$ cat config.mk
export PLATFORM = sky130hd
export DESIGN_NAME = divsigned_seq
export DESIGN_NICKNAME = d
export VERILOG_FILES = /design/src/rtl/divsigned_seq.sv
export SDC_FILE = /design/constraint.sdc
export NUM_CORES = 1
export LEC_CHECK = 0
export ABC_AREA = 1
export CORE_ASPECT_RATIO = 1.25
export CORE_MARGIN = 10
export CORE_UTILIZATION = 40
export DETAILED_ROUTE_END_ITERATION = 16
export HOLD_SLACK_MARGIN = 0.06
export PLACE_DENSITY = 0.62
export SETUP_SLACK_MARGIN = 0.4
export SLEW_MARGIN = 5
export SYNTH_ARGS = -nofsm -noshare
export SYNTH_HDL_FRONTEND = slang
export SYNTH_SLANG_ARGS = --single-unit
$ cat constraint.sdc
create_clock -name clk_i -period 2.6 [get_ports clk_i]
set_clock_uncertainty 0.15 [all_clocks]
set_input_delay 0.65 -clock clk_i [delete_from_list [all_inputs] [get_ports clk_i]]
set_output_delay 0.65 -clock clk_i [all_outputs]
set_load 0.02 [all_outputs]
$ cat src/rtl/divsigned_seq.sv
// rtl/divsigned_seq.sv - sequential signed divider, one quotient bit per cycle
// Optional feature macro: DIVSIGNED_DBZ_EN (dbz_o port and single-cycle divide-by-zero path).
module divsigned_seq #(
  parameter int IN_SIZE_0 = 4,
  parameter int IN_SIZE_1 = 8,
  localparam int DIV_SIZE = IN_SIZE_0 + IN_SIZE_1
) (
  input  logic                clk_i,
  input  logic                rst_ni,
  input  logic                valid_i,
  output logic                ready_o,
  input  logic [DIV_SIZE-1:0] in_0_i,
  input  logic [IN_SIZE_1-1:0] in_1_i,
  output logic                valid_o,
  input  logic                ready_i,
  output logic [DIV_SIZE-1:0] quot_o,
  output logic [DIV_SIZE-1:0] rem_o
`ifdef DIVSIGNED_DBZ_EN
  ,
  output logic                dbz_o
`endif
);

  localparam int CW = $clog2(DIV_SIZE + 1);

  typedef enum logic [1:0] {IDLE, CALC, FIX, DONE} state_t;

  state_t               state, state_nxt;
  logic                 rdy;
  logic [CW-1:0]        cnt;
  logic [DIV_SIZE-1:0]  dvd;     // dividend magnitude, shifted out MSB first
  logic [DIV_SIZE-1:0]  quo;     // quotient magnitude, shifted in LSB first
  logic [DIV_SIZE-1:0]  rem;     // partial remainder magnitude
  logic [IN_SIZE_1-1:0] dvs;     // divisor magnitude
  logic                 neg_q;
  logic                 neg_r;
  logic                 zdiv;
  logic [DIV_SIZE-1:0]  quot_q;
  logic [DIV_SIZE-1:0]  rem_q;

  logic                 accept;
  logic                 in1_zero;
  logic                 skip_calc;
  logic [DIV_SIZE-1:0]  in0_mag;
  logic [IN_SIZE_1-1:0] in1_mag;
  logic [DIV_SIZE:0]    shifted;
  logic [DIV_SIZE:0]    dvs_ext;
  logic                 ge;
  logic [DIV_SIZE-1:0]  rem_nxt;
  logic [DIV_SIZE-1:0]  quo_fix;
  logic [DIV_SIZE-1:0]  rem_fix;

  // rdy is only ever set while the FSM sits in IDLE, so it alone gates acceptance
  assign accept   = rdy && valid_i;
  assign in1_zero = (in_1_i == '0);

  // Magnitudes fit unsigned in the operand width, including the most negative value
  assign in0_mag = in_0_i[DIV_SIZE-1] ? -in_0_i : in_0_i;
  assign in1_mag = in_1_i[IN_SIZE_1-1] ? -in_1_i : in_1_i;

  // One restoring step: bring in the next dividend bit and trial-subtract the divisor
  assign shifted = {rem, dvd[DIV_SIZE-1]};
  assign dvs_ext = (DIV_SIZE + 1)'(dvs);
  assign ge      = (shifted >= dvs_ext);
  assign rem_nxt = DIV_SIZE'(ge ? (shifted - dvs_ext) : shifted);

  // Sign correction: quotient by XOR of signs, remainder follows the dividend
  assign quo_fix = neg_q ? -quo : quo;
  assign rem_fix = neg_r ? -rem : rem;

`ifdef DIVSIGNED_DBZ_EN
  assign skip_calc = in1_zero;
`else
  assign skip_calc = 1'b0;
`endif

  // State register
  always_ff @(posedge clk_i) begin
    if (!rst_ni) begin
      state <= IDLE;
    end else begin
      state <= state_nxt;
    end
  end

  // Next-state logic
  always_comb begin
    state_nxt = state;
    case (state)
      IDLE: begin
        if (accept) begin
          state_nxt = skip_calc ? DONE : CALC;
        end
      end
      CALC: begin
        if (cnt == CW'(1)) begin
          state_nxt = FIX;
        end
      end
      FIX: begin
        state_nxt = DONE;
      end
      DONE: begin
        if (ready_i) begin
          state_nxt = IDLE;
        end
      end
      default: state_nxt = IDLE;
    endcase
  end

  // Datapath: operand capture, iteration, sign fix-up and result registers
  always_ff @(posedge clk_i) begin
    if (!rst_ni) begin
      rdy    <= 1'b0;
      cnt    <= '0;
      dvd    <= '0;
      quo    <= '0;
      rem    <= '0;
      dvs    <= '0;
      neg_q  <= 1'b0;
      neg_r  <= 1'b0;
      zdiv   <= 1'b0;
      quot_q <= '0;
      rem_q  <= '0;
    end else begin
      rdy <= (state_nxt == IDLE);
      case (state)
        IDLE: begin
          if (accept) begin
            dvd   <= in0_mag;
            dvs   <= in1_mag;
            rem   <= '0;
            quo   <= '0;
            cnt   <= CW'(DIV_SIZE);
            neg_r <= in_0_i[DIV_SIZE-1];
            neg_q <= in_0_i[DIV_SIZE-1] ^ in_1_i[IN_SIZE_1-1];
            zdiv  <= in1_zero;
`ifdef DIVSIGNED_DBZ_EN
            if (in1_zero) begin
              quot_q <= '1;
              rem_q  <= in_0_i;
            end
`endif
          end
        end
        CALC: begin
          dvd <= {dvd[DIV_SIZE-2:0], 1'b0};
          quo <= {quo[DIV_SIZE-2:0], ge};
          rem <= rem_nxt;
          cnt <= cnt - CW'(1);
        end
        FIX: begin
          // A zero divisor leaves the dividend magnitude in rem, so only the quotient is forced
          quot_q <= zdiv ? '1 : quo_fix;
          rem_q  <= rem_fix;
        end
        default: ;
      endcase
    end
  end

`ifdef DIVSIGNED_DBZ_EN
  logic dbz_q;

  // Divide-by-zero flag, set on the shortcut path and cleared by every normal result
  always_ff @(posedge clk_i) begin
    if (!rst_ni) begin
      dbz_q <= 1'b0;
    end else if (state == IDLE && accept && in1_zero) begin
      dbz_q <= 1'b1;
    end else if (state == FIX) begin
      dbz_q <= 1'b0;
    end
  end

  assign dbz_o = dbz_q;
`endif

  assign ready_o = rdy;
  assign valid_o = (state == DONE);
  assign quot_o  = quot_q;
  assign rem_o   = rem_q;

endmodule

==> metrics.txt <==
status finished clean; Mapped Cells 690; H-tree level count 3; Die Ht 141 um; # diodes 0; die width 117 um; vias in the first global route 4298; Worst path max stage delay 620 ps; Min-Delay Startpoint dvd[0]; CP required 1800 ps; post-synth design cell area between 4000 and 5000 um^2; Buf/Inv on CP 1; critical path capture point type primary output; fin nets 770; CP max stage cell clkdlybuf4s50_1; final slew viol count 0; Max IR drop VDD roughly 0.00082 V; Final Core Density 48.5%; hpwl dp about 8600 um; # IOs 50; Synth top area share 33.3%; Worst Hold Class reg -> reg; Post-synth EDFFs 0; PD cells 1240 nW/um^2; unique cell type count in the Yosys netlist 38; #FFs+latches synth 78; post-DR wirelength/cell 13.7 um; Synthesized Nets 729; DRT Pass-1 Iters 4; port buffer count 49; antenna violations before repair 0; Commonest cells post-synth nand2_1 (171), inv_1 (85), dfxtp_1 (78); first-pass GRT wire length 19900 um; final setup vio count 0; Tot Pwr a little under 7 mW; Most used DFF post-synth dfxtp_1; Relative slew margins a little under two thirds; Overflow after GRT 0; Yosys top cell by area dfxtp_1; Reg-to-Reg Start rem[3]; CP Launch Point ready_o; Core ar. 11600 um^2; crit-path cells clkdlybuf4s50_1; minimum clock period about 2100 ps; largest net degree at the start of global routing 48; Hold WS ~300 ps; global-route usage over all layers 14.7%; clock sinks around 80; # rows 44; finished layout cell area 5600 um^2; # DRC 0; sequential element share of the synthesized area 33.3%; period utilisation layout 80.8%; Critical Path Start Type flip-flop; RSZ-0062 raised after global routing yes; maximum capacitance violations 0; ANT nets after route 0; share of cells above drive strength 1 around a tenth; vias 4505; Final Wtd Congestion 0.898; Fin Setup TNS 0 ps; Crit path max-delay family buffers and inverters; Area after DPL 5270 um^2; TritonCTS clock tree built; Reg clk slew, reported paths 60 ps; top cells by area, synth dfxtp_1 (33%), nand2_1 (14%), inv_1 (6.8%); WL final 11900 um; Via density about 5.2; syn avg cell area 6.79 um^2; Hold Vio Cnt, Final 0; Arrival @ worst endpoint 1300 ps; Synthesis Warnings 0; Die Area 16500 um^2; Crit Path Max Fanout 3; Peak Freq 0.476 GHz; most common cell in the netlist nand2_1; hold_buf cts 0; Worst Max-Slew Pin Slew between 500 and 600 ps; root buf cell clkbuf_16; P&R area growth vs syn 19.7%; Clock Tree Buf Depth 2; DR iter-0 viols 229; FFs w/ async S/R, synth 0%; Worst-Skew Late Latency 340 ps; CTS buffer count 9; Initial Util 40.5%; Setup Crit Path Kind reg -> out; Leak 2.38 nW
[logic make-up (layout without fill, tap and decap cells)]
family	count (synthesis)	in the layout	share of synthesized area, %
AO/OA/AOI/OAI	140	140	16.4
XOR/XNOR	18	18	3.37
adder cells (fa/ha/maj)	15	15	4.17
buffers and inverters	119	164	10.7
flip-flops	78	78	33.3
AND/OR/NAND/NOR	320	321	32.0
[cells in the final DEF (no fill, tap or decap), types with 8 or more instances in the layout]
master           count
nand4_1             15
nor3_1               9
o21ai_0             50
inv_1               85
clkbuf_16            9
nor2_1              48
nand3_2              9
nand2_1            171
dfxtp_1             77
nand3_1             36
a21oi_2              8
xor2_1              13
clkdlybuf4s50_1     48
a21oi_1             61
ha_1                14
[power by group]
part / switching (mW) / leakage [nW] / internal [mW] / total [mW]
sequential: 0.179 / 0.634 / 1.34 / 1.52
combinational: 2.69 / 1.61 / 1.47 / 4.15
clock: 0.506 / 0.143 / 0.776 / 1.28
[layer usage]
layer	GRT usage (%)	share of wire, %	vias to the layer above
li1	-	-	2324
met1	16.4	42	2090
met2	26.6	53	76
met3	2.29	3.9	15
met4	6.13	1.6	0
met5	0	0	-
[repair_timing]
item,in CTS,in global routing
endpoints found under the setup margin,1,13
setup buffers,0,2
resized for setup,2,4
hold endpoints to repair,0,0
pin swaps,0,2
cloned,0,1
[state kept, by name, summed over array words and instances (netlist names)]
register / flops
cnt: 4
dvd: 12
dvs: 8
neg_q: 1
neg_r: 1
quo: 12
quot_o: 12
ready_o: 1
rem: 12
rem_o: 12
state: 2
zdiv: 1
[cell type report]
type	instances	area (um^2)
clock inverters	4	55.1
inverters	90	340
multi-input cells	494	2650
flip-flops and latches	78	1560
fillers	1168	5960
well taps	138	173
clock buffers	12	246
repair buffers	58	582
[final timing paths]
path             end  slack, ps  depth (start not counted)
min reg2reg   dvd[0]        300                          2
max          ready_o        500                          1
min           dvd[0]        300                          2
max reg2reg   rem[7]        560                         10
[through the flow]
step                worst slack (ps)  std cells
floorplan                        757        690
global placement                 242        855
detailed placement               186        855
CTS                              405        871
global route                     399        874
finish                           498        874
Power figures use the tool's default switching activity.
